==> src/rtl/mux_input_scheduler_if.sv <==
// Bus bundle between the frame-slot scheduler and its sync source / tx_data consumer.
// The scheduler takes the master side; the sync source / frame assembler takes the slave side.
interface mux_input_scheduler_if #(
  parameter int unsigned NUM_INPUTS  = 4,
  parameter int unsigned VALUE_WIDTH = 16
);
  logic                              sync;
  logic [NUM_INPUTS*VALUE_WIDTH-1:0] values;
  logic [VALUE_WIDTH-1:0]            frame_value;
  logic [7:0]                        frame_id;
  logic                              frame_strobe;
  logic                              timeout;

  modport master (
    input  sync, values,
    output frame_value, frame_id, frame_strobe, timeout
  );

  modport slave (
    output sync, values,
    input  frame_value, frame_id, frame_strobe, timeout
  );
endinterface

==> src/rtl/mux_input_scheduler.sv <==
// Publishes one multiplexed input (value + ID) per interface frame sync edge, plus a sync watchdog.
// Optional macro CHANGE_PRIO_EN: prefer slots whose value changed since they were last published.
module mux_input_scheduler #(
  parameter int unsigned NUM_INPUTS  = 4,
  parameter int unsigned VALUE_WIDTH = 16,
  parameter int unsigned TIMEOUT     = 2700000
) (
  input logic                clk,
  input logic                rst_n,
  mux_input_scheduler_if.master bus
);

  localparam int unsigned PTR_W = (NUM_INPUTS > 1) ? $clog2(NUM_INPUTS) : 1;
  localparam int unsigned CNT_W = $clog2(TIMEOUT + 1);
  localparam logic [PTR_W-1:0] LAST  = PTR_W'(NUM_INPUTS - 1);
  localparam logic [CNT_W-1:0] LIMIT = CNT_W'(TIMEOUT);

  logic [2:0]             syncr;
  logic                   sync_edge;
  logic [PTR_W-1:0]       ptr;
  logic [PTR_W-1:0]       rr_nxt;
  logic [PTR_W-1:0]       nxt;
  logic [CNT_W-1:0]       cnt;
  logic [VALUE_WIDTH-1:0] slot [NUM_INPUTS];

  assign sync_edge = (syncr[2:1] == 2'b01);

  always_comb begin
    for (int unsigned k = 0; k < NUM_INPUTS; k++) begin
      slot[k] = bus.values[k*VALUE_WIDTH +: VALUE_WIDTH];
    end
  end

`ifdef CHANGE_PRIO_EN
  logic [VALUE_WIDTH-1:0] shadow [NUM_INPUTS];
  logic [PTR_W-1:0]       idx;
  logic                   found;

  // Walk the slots cyclically starting after ptr; the first changed one wins.
  always_comb begin
    rr_nxt = (ptr == LAST) ? '0 : ptr + 1'b1;
    nxt    = rr_nxt;
    idx    = rr_nxt;
    found  = 1'b0;
    for (int unsigned i = 0; i < NUM_INPUTS; i++) begin
      if (!found && (slot[idx] != shadow[idx])) begin
        nxt   = idx;
        found = 1'b1;
      end
      idx = (idx == LAST) ? '0 : idx + 1'b1;
    end
  end

  always_ff @(posedge clk or negedge rst_n) begin
    if (!rst_n) begin
      for (int unsigned k = 0; k < NUM_INPUTS; k++) begin
        shadow[k] <= '0;
      end
    end else if (sync_edge) begin
      shadow[nxt] <= slot[nxt];
    end
  end
`else
  always_comb begin
    rr_nxt = (ptr == LAST) ? '0 : ptr + 1'b1;
    nxt    = rr_nxt;
  end
`endif

  always_ff @(posedge clk or negedge rst_n) begin
    if (!rst_n) begin
      syncr            <= '0;
      ptr              <= LAST;
      cnt              <= '0;
      bus.frame_value  <= '0;
      bus.frame_id     <= '0;
      bus.frame_strobe <= 1'b0;
      bus.timeout      <= 1'b0;
    end else begin
      syncr            <= {syncr[1:0], bus.sync};
      bus.frame_strobe <= sync_edge;
      if (sync_edge) begin
        ptr             <= nxt;
        bus.frame_id    <= 8'(nxt);
        bus.frame_value <= slot[nxt];
        cnt             <= '0;
        bus.timeout     <= 1'b0;
      end else if (cnt < LIMIT) begin
        cnt         <= cnt + 1'b1;
        bus.timeout <= 1'b0;
      end else begin
        bus.timeout <= 1'b1;
      end
    end
  end

endmodule

==> src/flat_wrapper.sv <==
// flat-port wrapper written by rule: the top's interface ports become plain ports
module mux_input_scheduler_flat 
#(
  parameter int unsigned NUM_INPUTS  = 4,
  parameter int unsigned VALUE_WIDTH = 16,
  parameter int unsigned TIMEOUT     = 2700000
)
  (clk, rst_n, bus_sync, bus_values, bus_frame_value, bus_frame_id, bus_frame_strobe, bus_timeout);
  mux_input_scheduler_if #(.NUM_INPUTS(NUM_INPUTS), .VALUE_WIDTH(VALUE_WIDTH)) bus_i ();
  input logic clk;
  input logic rst_n;
  input wire logic [$bits(bus_i.sync)-1:0] bus_sync;
  input wire logic [$bits(bus_i.values)-1:0] bus_values;
  output wire logic [$bits(bus_i.frame_value)-1:0] bus_frame_value;
  output wire logic [$bits(bus_i.frame_id)-1:0] bus_frame_id;
  output wire logic [$bits(bus_i.frame_strobe)-1:0] bus_frame_strobe;
  output wire logic [$bits(bus_i.timeout)-1:0] bus_timeout;
  assign bus_i.sync = bus_sync;
  assign bus_i.values = bus_values;
  assign bus_frame_value = bus_i.frame_value;
  assign bus_frame_id = bus_i.frame_id;
  assign bus_frame_strobe = bus_i.frame_strobe;
  assign bus_timeout = bus_i.timeout;
  mux_input_scheduler #(.NUM_INPUTS(NUM_INPUTS), .VALUE_WIDTH(VALUE_WIDTH), .TIMEOUT(TIMEOUT)) u_core (.clk(clk), .rst_n(rst_n), .bus(bus_i));
endmodule
==> config.mk <==
export PLATFORM = sky130hd
export DESIGN_NAME = mux_input_scheduler_flat
export DESIGN_NICKNAME = d
export VERILOG_FILES = /design/src/rtl/mux_input_scheduler_if.sv /design/src/rtl/mux_input_scheduler.sv /design/src/flat_wrapper.sv
export SDC_FILE = /design/constraint.sdc
export NUM_CORES = 1
export LEC_CHECK = 0
export CAP_MARGIN = 30
export CORE_MARGIN = 2
export CORE_UTILIZATION = 45
export CTS_CLUSTER_DIAMETER = 40
export CTS_CLUSTER_SIZE = 10
export DETAILED_ROUTE_END_ITERATION = 12
export PLACE_DENSITY_LB_ADDON = 0.15
export SLEW_MARGIN = 20
export SYNTH_ARGS = -nofsm -noshare
export SYNTH_HDL_FRONTEND = slang
export SYNTH_SLANG_ARGS = --single-unit
==> constraint.sdc <==
create_clock -name clk -period 2.4 [get_ports clk]
set_clock_uncertainty 0.1 [all_clocks]
set_input_delay 0.48 -clock clk [delete_from_list [all_inputs] [get_ports clk]]
set_output_delay 0.48 -clock clk [all_outputs]
set_load 0.1 [all_outputs]
==> flow_summary.toml, run 1 <==
[outcome]
result_of_the_run = "finished clean"

[route]
drt_iter0_drc = 62
postRouteAntennaNets = 0
route.detailed.vias_per_inst = 5.34
wl_per_cell_um = 14.1
totalWireLength_mm = 5.79
drc = 0
routed-via-count = 2190
detail_route.first_pass.iterations = 4

[timing]
slew_violations = 0
worst_slew_pin_slew_ns = 0.588
finalHoldViolations = 0
achievable_frequency_ghz = 0.473
slew_headroom_pct = 60.4
totalNegativeSetupSlack_ns = 0
clock_period_minus_final_worst_setup_slack_ns = 2.11
period_share_pct = 88.0
unrepaired_setup_endpoints_after_global_routing = "no"
setup_viol_count_final = 0

[floorplan]
fp-row-count = 27
die_h_um = 79.0
floorplan.initialDensity_pct = 46.3
io-pin-count = 93
core_area_um2 = 5470
die_x_um = 79.0
die_ar_um2 = 6240

[placed_design]
postPlaceCellArea_um2 = 3420
place_hpwl_mm = 4.51
port-buffer-count = 86
final_weighted_congestion_in_routability_driven_placement = 0.869
placedCellCount = 402

[critical_path]
worst_r2r_endpoint = "u_core.cnt[8]"
timing.critical_path.fanout_max = 11
endpoint_kind = "flip-flop"
r2r_cells = 6
criticalPathCategory = "reg2reg"
regToRegStartpoint = "u_core.cnt[18]"
r2r_setup_slack_ns = 0.29
timing.critical_path.required_ns = 2.49
element_type_at_the_critical_path_start = "flip-flop"
critPathArrivalTime_ns = 2.21

[pwr]
power-per-cell-area_nw_per_um2 = 1120
p_leak_nw = 1.58
peakVddDrop_mv = 0.939

[finish]
post_route_utilization_pct = 64.7
antenna-diode-count = 0
design_area_um2 = 3540
final_cell_count_no_fill = 410
final_layout_size_suffix_gt1_share_pct = 19.5
flow.area_growth_from_synthesis_pct = 39.8
nets = 406
most_common_cell_after_layout_fill_and_taps_aside = "sky130_fd_sc_hd__nand2_1"
mostFrequentLayoutCells = "67 x sky130_fd_sc_hd__nand2_1, 65 x sky130_fd_sc_hd__clkdlybuf4s50_1, 45 x sky130_fd_sc_hd__dfrtp_1"
fillCellCount = 470

[clock_tree]
cts.repair.resized = 0
hold_buffers = 0
h_tree_depth = 2
cts.path.max_buffers = 2
clock_latency_ns = 0.30
cts_buffers = 5
cts_root_buf = "sky130_fd_sc_hd__clkbuf_8"
clock-sinks = 47
post_cts.repair.setup_buffers = 0
clkSlewWorstSetupHoldPaths_ns = 0.09
cts_tree = "yes"

[synthesis]
synth.mux.area_fraction_pct = 14.2
area_fraction_in_compound_gates_after_synthesis_pct = 4.59
netlist-cell-type-count = 35
syn-mean-instance-area_um2 = 10.3
yosys_register_bits = 47
synth.cell_area_um2 = 2530
synthFlopType = "sky130_fd_sc_hd__dfrtp_1"
yosys.area_share.simple_pct = 23.2
dominant_combinational_cell_family_by_area_after_synthesis = "simple AND/OR/NAND/NOR gates"
synth_xor_xnor_area_share_pct = 5.88
post_synth_fa_ha_maj_area_fraction_pct = 0.988
syn-instance-count = 247
synth-warning-count = 0
share_of_synthesized_flip_flops_with_an_asynchronous_set_or_reset_pct = 100
yosysSeqAreaShare_pct = 46.5
synth_edf_count = 0

[global_routing]
largest_net_degree_at_the_start_of_global_routing = 24
grt_first_pass_wirelength_mm = 10.1
grt_antenna_before_repair = 0
grt_util_all_layers_pct = 20.2
grt_pass1_vias = 2274
grt-ovfl-total = 0

[job]
cap_viol_max_count = 0

[min_path]
hold_path_class = "in2async"
final cells by class:
cell class	instances	area, um2	share of cell area [%]
clock buffers	5	68.8	1.94
clock inverters	3	47.5	1.34
inverters	2	7.51	0.212
multi-input cells	184	1260	35.6
flip-flops and latches	47	1180	33.3
well taps	72	90.1	2.54
repair buffers	97	888	25.1
worst max path at each step:
| stage | from | cells past startpoint | slack (ns) | end |
|---|---|---|---|---|
| after floorplan | u_core.ptr[0] | 6 | 0.37 | u_core.bus.frame_value[0] |
| after global placement | u_core.cnt[18] | 6 | 0.33 | u_core.cnt[8] |
| after detailed placement | u_core.cnt[18] | 6 | 0.30 | u_core.cnt[8] |
| after CTS | u_core.cnt[18] | 6 | 0.27 | u_core.cnt[8] |
| after global routing | u_core.cnt[18] | 6 | 0.19 | u_core.cnt[12] |
| final | u_core.cnt[18] | 6 | 0.29 | u_core.cnt[8] |
stage by stage:
step | total power, W | setup slack, ns | hold WS [ns]
floorplan | 0.00287 | 0.372 | 0.0844
global placement | 0.00339 | 0.326 | 0.235
detailed placement | 0.00341 | 0.301 | 0.241
CTS | 0.00401 | 0.269 | 0.0157
global route | 0.00417 | 0.192 | 0.0333
finish | 0.00396 | 0.287 | 0.00632
cell families after synthesis:
family	after synthesis
AND/OR/NAND/NOR	130
flip-flops	47
buffers and inverters	21
XOR/XNOR	17
multiplexers	16
AO/OA/AOI/OAI	13
adder cells (fa/ha/maj)	2
other	1
synthesized netlist by cell type, types with 3 or more instances:
cell	number	area share (%)
sky130_fd_sc_hd__dfrtp_1	45	44
sky130_fd_sc_hd__clkbuf_1	8	1.2
sky130_fd_sc_hd__nor4_1	9	2.2
sky130_fd_sc_hd__buf_2	3	0.59
sky130_fd_sc_hd__nand2_1	67	9.9
sky130_fd_sc_hd__nand3_1	5	0.99
sky130_fd_sc_hd__nor3_1	6	1.2
sky130_fd_sc_hd__mux4_2	16	14
sky130_fd_sc_hd__a31oi_1	3	0.74
sky130_fd_sc_hd__nor2_1	25	3.7
sky130_fd_sc_hd__and4_1	3	1.0
sky130_fd_sc_hd__buf_4	6	1.8
sky130_fd_sc_hd__nand4_1	7	1.7
sky130_fd_sc_hd__xnor2_1	16	5.5
layer usage:
layer	GRT usage [%]	part of all wire (%)	vias to the layer above
li1	-	-	1027
met1	24.9	42	1059
met2	35.1	50	88
met3	4.09	5.9	16
met4	7.59	2.2	0
met5	0	0	-
registers in the layout (all words and copies together), names as in the netlist:
name and flops:
u_core.syncr 3, u_core.bus.timeout 1, u_core.bus.frame_value 16, u_core.ptr 2, u_core.bus.frame_strobe 1, u_core.bus.frame_id 2, u_core.cnt 22
worst max-delay path, stage by stage (launching register included):
cell and delay (ns):
sky130_fd_sc_hd__dfrtp_1 0.44, sky130_fd_sc_hd__or3b_4 0.44, sky130_fd_sc_hd__a311oi_4 0.45, sky130_fd_sc_hd__buf_4 0.26, sky130_fd_sc_hd__or3_2 0.14, sky130_fd_sc_hd__xor2_1 0.14, sky130_fd_sc_hd__nor2_1 0.05
report_power, final:
| part | internal (W) | switching, W |
|---|---|---|
| Combinational | 0.000759 | 0.00152 |
| Sequential | 0.000978 | 0.000116 |
| Clock | 0.000316 | 0.000275 |
No activity file was read; power rests on OpenSTA's default activity.
==> run 2, diff against run 1 <==
- ABC_AREA: unset -> 0
==> results of run 2 <==
The final DEF is identical to that of run 1; final timing and power are the same.
==> run 3, diff against run 2 <==
- GPL_TIMING_DRIVEN: unset -> 0
==> flow_summary.toml, run 3 (synthesized netlist as in run 1, its figures left out) <==
[pwr]
power.share.switching_pct = 47.9
p_sw_w = 0.00189
power-per-cell-area_nw_per_um2 = 1080
sequentialPowerShare_pct = 27.4
intPower_w = 0.00206
p_leak_nw = 1.71
peakVddDrop_mv = 0.851
p_comb_share_pct = 57.4
clkPwrFrac_pct = 15.2
post-layout-total-power_w = 0.00395

[critical_path]
timing.critical_path.slowest_cell_delay_ns = 1.14
critical_path.cell_chain = "clkdlybuf4s50_1"
element_type_at_the_critical_path_start = "flip-flop"
criticalPathCategory = "reg2out"
timing.critical_path.required_ns = 1.82
crit_path_top_delay_cell = "sky130_fd_sc_hd__clkdlybuf4s50_1"
regToRegStartpoint = "u_core.ptr[0]"
critPathArrivalTime_ns = 1.79
cp-startpoint = "u_core.bus.frame_value[14]"
family_of_cells_with_the_greatest_summed_delay_on_the_critical_path = "buffers and inverters"
timing.critical_path.fanout_max = 2
total_buffers_and_inverters_traversed_by_the_critical_path = 1
endpoint_kind = "output pin"

[min_path]
hold_path_class = "in2async"

[finish]
most_common_cell_after_layout_fill_and_taps_aside = "sky130_fd_sc_hd__clkdlybuf4s50_1"
final-seq-area_um2 = 1180
nets = 415
flow.area_growth_from_synthesis_pct = 44.3
max_flop_register = "u_core.cnt"
multi_input_comb_area_um2 = 1260
fillCellCount = 468
antenna-diode-count = 0
final_layout_size_suffix_gt1_share_pct = 13.5
design_area_um2 = 3650
top_regs = "u_core.cnt x22, u_core.bus.frame_value x16, u_core.syncr x3"
mostFrequentLayoutCells = "69 x sky130_fd_sc_hd__clkdlybuf4s50_1, 67 x sky130_fd_sc_hd__nand2_1, 45 x sky130_fd_sc_hd__dfrtp_1"
largest_register_ff_count = 22

[global_routing]
grt_first_pass_wirelength_mm = 10.2
grt-ovfl-total = 0
grt_pass1_vias = 2303
grt_util_all_layers_pct = 20.6
largest_net_degree_at_the_start_of_global_routing = 30
grt_antenna_before_repair = 0

[placed_design]
final_weighted_congestion_in_routability_driven_placement = 0.798
postPlaceCellArea_um2 = 3520
place_hpwl_mm = 4.58
port-buffer-count = 86

[floorplan]
die_x_um = 79.0
die_ar_um2 = 6240
floorplan.initialDensity_pct = 46.3
core_area_um2 = 5470
die_h_um = 79.0
fp-row-count = 27
io-pin-count = 93

[route]
drc = 0
drt_iter0_drc = 76
detail_route.first_pass.iterations = 4
route.detailed.vias_per_inst = 5.16
totalWireLength_mm = 5.74
postRouteAntennaNets = 0
wl_per_cell_um = 13.7
routed-via-count = 2160

[clock_tree]
clkSlewWorstSetupHoldPaths_ns = 0.08
cts_buffers = 5
cts_tree = "yes"
clock_latency_ns = 0.30
hold_buffers = 0
cts_root_buf = "sky130_fd_sc_hd__clkbuf_8"
cts.path.max_buffers = 2
h_tree_depth = 2
clock-sinks = 47

[timing]
unrepaired_setup_endpoints_after_global_routing = "no"
worst_slew_pin_slew_ns = 1.00
slew_violations = 0
period_share_pct = 98.8
slew_headroom_pct = 33.3
whs_ns = 0.0123
achievable_frequency_ghz = 0.422
finalHoldViolations = 0
setup_viol_count_final = 0
clock_period_minus_final_worst_setup_slack_ns = 2.37

[outcome]
result_of_the_run = "finished clean"

[job]
cap_viol_max_count = 0
## run 3: cell count changes in the layout (fill, tap and decap cells not counted), sizes merged
cell,change
dlygate4sd2,+6
inv,-1
clkdlybuf4s50,+4
dlymetal6s2s,+10
buf,-19
clkbuf,+9
## run 3: per-stage QoR
| step | setup slack [ns] | instances | util, % | setup TNS, ns |
|---|---|---|---|---|
| final | 0.0288 | 419 | 66.8 | 0 |
| after detailed placement | 0.105 | 411 | 64.3 | 0 |
| after floorplan | 0.372 | 252 | - | 0 |
| after CTS | 0.000136 | 419 | 66.3 | 0 |
| after global routing | 0.00296 | 419 | 66.8 | 0 |
| after global placement | -0.501 | 410 | 64.0 | -22.47 |
## run 3: area by class of cell
class	count	share of cell area, %
clock buffer	6	2.26
inverter	2	0.205
tap	72	2.46
timing repair buffer	87	24.4
buffer	19	2.88
clock inverter	2	0.959
multi-input combinational	184	34.5
sequential	47	32.2
## run 3: power groups by stage
stage | sequential [W] | combinational, W | clock (W)
floorplan | 0.00209 | 0.000777 | 0
global placement | 0.00109 | 0.00230 | 0
detailed placement | 0.00110 | 0.00233 | 0
CTS | 0.00109 | 0.00230 | 0.000617
global route | 0.00111 | 0.00240 | 0.000644
finish | 0.00108 | 0.00226 | 0.000600
## run 3: path summary, 6_finish.rpt
check | slack [ns] | cells after the start | end
setup / recovery | 0.03 | 1 | bus_frame_value[14]
hold / removal | 0.01 | 1 | u_core.syncr[0]
setup reg to reg | 0.23 | 6 | u_core.bus.frame_value[5]
hold reg to reg | 0.25 | 0 | u_core.syncr[1]
max in group asynchronous | 1.62 | 2 | u_core.ptr[0]
min in group clk | 0.25 | 0 | u_core.syncr[1]
## run 3: timing repair
| action | 4_1_cts | 5_1_grt |
|---|---|---|
| setup buffers | 0 | 0 |
| resized for setup | 6 | 11 |
| setup endpoints to repair | 6 | 18 |
| pin swaps | 0 | 0 |
| hold endpoints to repair | 0 | 0 |
## run 3: layer usage
| layer | GRT usage (%) | wire length, um |
|---|---|---|
| met5 | 0 | 0 |
| met4 | 6.72 | 106 |
| met3 | 5.91 | 344 |
| met2 | 36.3 | 2960 |
| met1 | 24.1 | 2330 |
